[config.mk]
export PLATFORM = sky130hd
export DESIGN_NAME = fetch_unit
export DESIGN_NICKNAME = d
export VERILOG_FILES = /design/src/rtl/fetch_unit_pkg.sv /design/src/rtl/fetch_unit_if_id_reg.sv /design/src/rtl/fetch_unit.sv
export SDC_FILE = /design/constraint.sdc
export NUM_CORES = 1
export LEC_CHECK = 0
export CAP_MARGIN = 20
export CORE_ASPECT_RATIO = 2
export CORE_MARGIN = 2
export CORE_UTILIZATION = 30
export CTS_CLUSTER_SIZE = 30
export DETAILED_ROUTE_END_ITERATION = 12
export PLACE_DENSITY = 0.62
export SLEW_MARGIN = 20
export SYNTH_ARGS = -nofsm -noshare
export SYNTH_HDL_FRONTEND = slang
export SYNTH_HIERARCHICAL = 1
export SYNTH_SLANG_ARGS = --single-unit
[constraint.sdc]
create_clock -name clk -period 5.4 [get_ports clk]
set_input_delay 0.81 -clock clk [delete_from_list [all_inputs] [get_ports clk]]
set_output_delay 0.81 -clock clk [all_outputs]
set_load 0.01 [all_outputs]
[src/rtl/fetch_unit_pkg.sv]
// Shared constants and types for the instruction-fetch stage.
// Address-map defaults, special encodings and the fetch FSM state type.
package fetch_unit_pkg;

  localparam logic [31:0] RESET_PC_DEF     = 32'h0040_0000;
  localparam logic [31:0] TEXT_LO_DEF      = 32'h0040_0000;
  localparam logic [31:0] TEXT_HI_DEF      = 32'h0040_0400;
  localparam logic [31:0] SYSCALL_INST_DEF = 32'h0000_000C;
  localparam logic [31:0] NOP_INST         = 32'h0000_0000;

  typedef enum logic [1:0] {
    ST_RUN   = 2'd0,
    ST_HALT  = 2'd1,
    ST_FAULT = 2'd2
  } fetch_state_e;

  // Word-aligned and inside [lo, hi], unsigned.
  function automatic logic pc_legal(input logic [31:0] pc,
                                    input logic [31:0] lo,
                                    input logic [31:0] hi);
    return (pc[1:0] == 2'b00) && (pc >= lo) && (pc <= hi);
  endfunction

endpackage

[src/rtl/fetch_unit_if_id_reg.sv]
// IF/ID pipeline register: valid/ready output side with a flush input.
// Priority is flush, then load, then drain on id_ready; otherwise hold.
module fetch_unit_if_id_reg
  import fetch_unit_pkg::*;
(
  input  logic        clk,
  input  logic        rst_n,
  input  logic        load,
  input  logic        flush,
  input  logic        id_ready,
  input  logic [31:0] in_inst,
  input  logic [31:0] in_pc,
  output logic        id_valid,
  output logic [31:0] id_inst,
  output logic [31:0] id_pc,
  output logic [31:0] id_pc_plus4
);

  // Handshake: an entry is consumed on a cycle where id_valid && id_ready.
  always_ff @(posedge clk or negedge rst_n) begin
    if (!rst_n) begin
      id_valid    <= 1'b0;
      id_inst     <= NOP_INST;
      id_pc       <= 32'h0;
      id_pc_plus4 <= 32'h0;
    end else if (flush) begin
      id_valid <= 1'b0;
    end else if (load) begin
      id_valid    <= 1'b1;
      id_inst     <= in_inst;
      id_pc       <= in_pc;
      id_pc_plus4 <= in_pc + 32'd4;
    end else if (id_ready) begin
      id_valid <= 1'b0;
    end
  end

endmodule

[src/rtl/fetch_unit.sv]
// Instruction-fetch stage: owns the PC, fetches one word per cycle from a
// zero-latency memory and hands it to decode; handles redirect, halt, fault.
module fetch_unit
  import fetch_unit_pkg::*;
#(
  parameter logic [31:0] RESET_PC     = RESET_PC_DEF,
  parameter logic [31:0] TEXT_LO      = TEXT_LO_DEF,
  parameter logic [31:0] TEXT_HI      = TEXT_HI_DEF,
  parameter logic [31:0] SYSCALL_INST = SYSCALL_INST_DEF
) (
  input  logic        clk,
  input  logic        rst_n,
  output logic [31:0] imem_addr,
  input  logic [31:0] imem_inst,
  input  logic        redirect_valid,
  input  logic [31:0] redirect_target,
  output logic        id_valid,
  input  logic        id_ready,
  output logic [31:0] id_inst,
  output logic [31:0] id_pc,
  output logic [31:0] id_pc_plus4,
  output logic        halted,
  output logic        fault
);

  fetch_state_e state, state_next;
  logic [31:0]  pc, pc_next;
  logic         pc_ok;
  logic         load;
  logic         flush;

  assign imem_addr = pc;
  assign pc_ok     = pc_legal(pc, TEXT_LO, TEXT_HI);

  always_ff @(posedge clk or negedge rst_n) begin
    if (!rst_n) begin
      state <= ST_RUN;
      pc    <= RESET_PC;
    end else begin
      state <= state_next;
      pc    <= pc_next;
    end
  end

  // A bad redirect target is not trapped here; it becomes the PC and the
  // legality check on the following cycle moves the FSM to FAULT.
  always_comb begin
    state_next = state;
    pc_next    = pc;
    load       = 1'b0;
    flush      = 1'b0;
    case (state)
      ST_RUN: begin
        if (redirect_valid) begin
          pc_next = redirect_target;
          flush   = 1'b1;
        end else if (!pc_ok) begin
          state_next = ST_FAULT;
        end else if (!id_valid || id_ready) begin
          load    = 1'b1;
          pc_next = pc + 32'd4;
          if (imem_inst == SYSCALL_INST) state_next = ST_HALT;
        end
      end
      ST_HALT: begin
        if (redirect_valid) begin
          pc_next    = redirect_target;
          flush      = 1'b1;
          state_next = ST_RUN;
        end
      end
      ST_FAULT: begin
        state_next = ST_FAULT;
      end
      default: begin
        state_next = ST_RUN;
      end
    endcase
  end

  fetch_unit_if_id_reg u_if_id (
    .clk         (clk),
    .rst_n       (rst_n),
    .load        (load),
    .flush       (flush),
    .id_ready    (id_ready),
    .in_inst     (imem_inst),
    .in_pc       (pc),
    .id_valid    (id_valid),
    .id_inst     (id_inst),
    .id_pc       (id_pc),
    .id_pc_plus4 (id_pc_plus4)
  );

  assign halted = (state == ST_HALT) && !id_valid;
  assign fault  = (state == ST_FAULT);

endmodule
Word-level counts from Yosys, hierarchy flattened

Cells that the tools add are included.

Register bits: 131
Input port bits: 68
Output and inout port bits: 131
Logic and storage cells: 52

Add/subtract/negate cells: 1
$lt $le $gt $ge: 2
Equality and inequality tests: 9
Mux-type cells: 20
Bitwise gates (word level): 1
Reduce and logical (&&, ||, !) cells: 13

Operators by type and width:

| cell                  | number |
|---|---|
| $mux 32               | 4 |
| $pmux 32 s2           | 1 |
| $add 32x3->32 const B | 1 |
| $eq 32x4->1 const B   | 1 |
| $ge 32x23->1 const B  | 1 |
| $le 32x23->1 const B  | 1 |
| $ne 3x3->1 const B    | 4 |
| $mux 2                | 5 |
| $mux 1                | 9 |
| $reduce_and 4->1      | 2 |
| $pmux 2 s3            | 1 |
| $logic_not 2->1       | 2 |
| $ne 2x2->1 const B    | 2 |
| $logic_and 1x1->1     | 3 |
| $reduce_bool 3->1     | 1 |
| $eq 2x1->1 const B    | 1 |
| $eq 2x2->1 const B    | 1 |
| $reduce_and 2->1      | 1 |
| $reduce_bool 2->1     | 1 |
| $reduce_or 2->1       | 1 |
| $logic_not 1->1       | 1 |
| $logic_or 1x1->1      | 1 |
| $not 1->1             | 1 |

Logic depth before layout (Yosys ltp)

Word-level depth: 8
Gate-level depth with buffers: 12
Depth with buffers taken out: 10

By module

The synthesis kept the hierarchy.

By module, submodules not included:

| module               | times used | cells an instance | area an instance (um^2) | sequential area each (um^2) |
|---|---|---|---|---|
| fetch_unit_if_id_reg | 1          | 466               | 4142.7                  | 2377.3 |
| fetch_unit           | 1          | 227               | 1963.1                  | 852.1 |

Worst setup path before layout

No wires, ideal clock.

Path type: register to register
Start: register pc[2], in the netlist imem_addr[2]
End: register u_if_id.id_pc_plus4[30]
Library setup time: 82 ps
Arrival: 2741 ps
Data required time: 5318 ps
Slack: 2577 ps
Stages on the path, launching flop included: 13
Cell sequence: dfrtp_1 > inv_1 > ha_1 > nor4b_1 > a21boi_1 > or4b_4 > buf_6 > nor2_1 > nor2b_1 > clkbuf_1 > clkbuf_1 > nor2_1 > a31oi_1

Cells in the longest elaborated chain, start to end: 7

Ends and longest elaborated chain:

| element                             | line                       | source |
|---|---|---|
| start: declaration                  | fetch_unit.sv:27           | `logic [31:0] pc, pc_next;` |
| start signal: assignment            | fetch_unit.sv:41           | `pc <= pc_next;` |
| $ge 32x23->1                        | fetch_unit_pkg.sv:21       | `return (pc[1:0] == 2'b00) && (pc >= lo) && (pc <= hi);` |
| $logic_and 1x1->1                   | fetch_unit_pkg.sv:21       |  |
| $logic_and 1x1->1 *                 | fetch_unit_pkg.sv:21       |  |
| $mux 1 *                            | fetch_unit.sv:57           | `end else if (!pc_ok) begin` |
| $mux 1 *                            | fetch_unit.sv:54           | `if (redirect_valid) begin` |
| $mux 1 *                            | fetch_unit.sv:52           | `case (state)` |
| net load                            | fetch_unit.sv:29           | `logic load;` |
| $reduce_and 2->1 (no source line) * | --                         |  |
| end signal: assignment              | fetch_unit_if_id_reg.sv:32 | `id_pc_plus4 <= in_pc + 32'd4;` |
| end: declaration                    | fetch_unit_if_id_reg.sv:16 | `output logic [31:0] id_pc_plus4` |

Mark *: on every way through the listed nets, which the timed path passes. The rest lies on a longest branch.
A chain may end at the register's enable or synchronous reset.

Final worst setup path

Start: register pc[2], in the netlist imem_addr[2]
End: register u_if_id.id_pc_plus4[27]

Same word-level chain as after synthesis.

==> run_results.csv <==
group,metric,value,unit
clock_tree,post-cts-setup-buffers,0,
die,die_h,206,um
layout,fin_area,0.00887,mm2
clock_tree,cts_tree,"done",
job,drv_cap,0,
die,pin_count,199,
clock_tree,hold_buffers,0,
power,cellPowerDensity,301,mW/mm2
worst_setup_path,worstPathArrival,3.98,ns
drt,dr.pass1.iters,5,
place,dpl.hpwl,15200,um
run_status,status,"completed",
place,gp_congestion,0.812,
synth,synth_edf_count,0,
place,place_inst,1124,
layout,final_cell_mix,"nand2_1, clkdlybuf4s50_1, dfrtp_1",
synth,syn-num-nets,764,
clock_tree,cts_max_level,4,
drt,post_drt_wl_per_cell,18.3,um
layout,fill_cells,2035,
worst_setup_path,required,5.74,ns
place,dpl-instance-area,0.00833,mm2
sta,tns,0,ns
sta,period_share,0.674,
sta,relSlewSlack,0.267,
sta,finalHoldViolCount,0,
power,ir_worst_vdd,169,uV
synth,yosysTopAreaCell,"dfrtp_1",
synth,synth_top_area_share,0.525,
synth,netlist_area,0.00611,mm2
synth,syn_inst,693,
place,portBuffers,198,
layout,area_growth,45.3,%
layout,multiInputGateArea,0.00264,mm2
place,preCtsSetupSlack,1.43,ns
die,core,0.0199,mm2
clock_tree,cts_sinks,129,
global_route,grt-ovfl-total,0,
layout,drive_above_1_share,0.0615,
layout,seqCellArea,0.00323,mm2
synth,async_flop_share,1.00,
synth,yosys_warnings,6,
die,fp.dieArea,0.0216,mm2
global_route,grtUsageTotal,0.195,
clock_tree,cts-resized-gates,0,
global_route,grt_pass1_vias,5690,
drt,vias,5840,
worst_setup_path,start_kind,"flop",
drt,ant_nets,0,
drt,wl,21200,um
clock_tree,root_buffer,"clkbuf_16",
clock_tree,numCtsBuffers,17,
layout,layout.cells.most_common,"nand2_1",
global_route,grt_pass1_wl,32300,um
sta,timing.hold.ws,0.394,ns
sta,timing.fmax,275,MHz
die,start_util,0.307,
sta,rsz0062_at_grt,"no",
synth,avgSynthCellArea,8.81,um2
power,p_leak,3.87,nW
layout,fin_nets,952,
worst_setup_path,crit_type,"reg -> reg",
sta,period_needed,3.64,ns
global_route,grt_max_degree,72,
layout,antennaDiodeCount,0,
worst_setup_path,crit_path_end_kind,"flop",
die,row_count,73,
worst_setup_path,crit_path_max_fanout,30,
global_route,antenna_found_initial,0,
synth,ys_seq_area_frac,0.529,
die,die_w,105,um
sta,fin_skew,0.0118,ns
sta,slew_viol_final,0,
layout,final_cells,1156,
clock_tree,clk_latency,0.42,ns
drt,drc_errors,0,
clock_tree,clk_transition_reported_paths,0.06,ns
synth,synth-main-ff-cell,"dfrtp_1",
synth,ys_ff_latch,129,
synth,synth.distinct_cells,53,
drt,viasPerCell,5.05,
worst_hold_path,hold_class,"in -> async",
synth,yosys-top-cells-area,"dfrtp_1, nand2_1, o21ai_0",
sta,tightest_slew,1.10,ns
clock_tree,clock_path_buffers,2,
sta,finalSetupViolCount,0,
sta,fin_ws,1.76,ns
drt,drt-initial-drc-count,302,
==> registers in the layout, indices dropped and copies added (netlist names) <==
register	cells
imem_addr	32
state	2
u_if_id/id_inst	32
u_if_id/id_pc	32
u_if_id/id_pc_plus4	30
u_if_id/id_valid	1
==> cell usage after synthesis, drive strengths merged (2+ instances only) <==
master / number
xnor2: 10
nand2b: 5
and2: 2
o31ai: 9
o22ai: 12
a31o: 3
o41ai: 3
a22o: 2
nor2b: 3
and4: 4
nand4: 14
and3: 4
nor4: 19
nor3: 6
clkbuf: 29
o211ai: 2
ha: 3
mux2i: 3
o2bb2a: 5
or3: 4
a22oi: 7
buf: 10
nand3: 20
nor2: 41
nand2: 228
inv: 18
dfrtp: 128
or4: 11
a21oi: 19
o21ai: 32
xor2: 4
o32ai: 5
a31oi: 17
==> cell families after synthesis <==
kind of cell | share of synthesized area
compound gates | 0.129
fa+ha+maj | 0.00615
flops | 0.529
mux | 0.00492
simple gates | 0.270
buf+inv | 0.0412
xor+xnor | 0.0201
==> power breakdown <==
group	switching (mW)	internal (mW)
clock	0.457	0.603
sequential	0.141	1.03
combinational	0.209	0.232
total	0.807	1.86
==> per-stage QoR <==
| stage | util | total power [mW] |
|---|---|---|
| final | 0.446 | 2.67 |
| after CTS | 0.446 | 2.70 |
| after global placement | 0.418 | 1.62 |
| after detailed placement | 0.418 | 1.63 |
| after global routing | 0.446 | 2.79 |
| after floorplan | - | 1.33 |
==> final cells by class <==
type                            count  area share
Sequential cell                   129       0.364
Inverter                           18     0.00762
Clock buffer                       18      0.0495
Tap cell                          262      0.0369
Clock inverter                     14      0.0121
Multi-Input combinational cell    507       0.298
Timing Repair Buffer              208       0.232
==> final timing paths <==
path                               startpoint                       to  slack (ns)  depth (start not counted)
max                              imem_addr[2]  u_if_id/id_pc_plus4[27]        1.76                         10
min                                     rst_n        u_if_id/id_pc[21]        0.39                          1
max reg2reg                      imem_addr[2]  u_if_id/id_pc_plus4[27]        1.76                         10
min reg2reg                u_if_id/id_inst[7]       u_if_id/id_inst[7]        0.47                          2
max in group asynchronous               rst_n   u_if_id/id_pc_plus4[7]        3.74                          2
min in group clk           u_if_id/id_inst[7]       u_if_id/id_inst[7]        0.47                          2
==> worst max-delay path: stages (launching register included) <==
cell and delay (ns):
dfrtp_1 0.57, inv_1 0.17, ha_1 0.16, nor4b_1 0.26
a21boi_1 0.17, or4b_4 0.59, nor2_1 0.29, nor2b_4 0.67
buf_4 0.42, nor2_1 0.10, a31oi_1 0.15
==> layer usage <==
metal  GRT usage  share of wire  vias to the layer above
li1            -              -                     2790
met1       0.220           0.39                     2745
met2       0.348           0.52                      254
met3      0.0323          0.047                       51
met4       0.102          0.040                        0
met5           0              0                        -
Power figures use the tool's default switching activity.
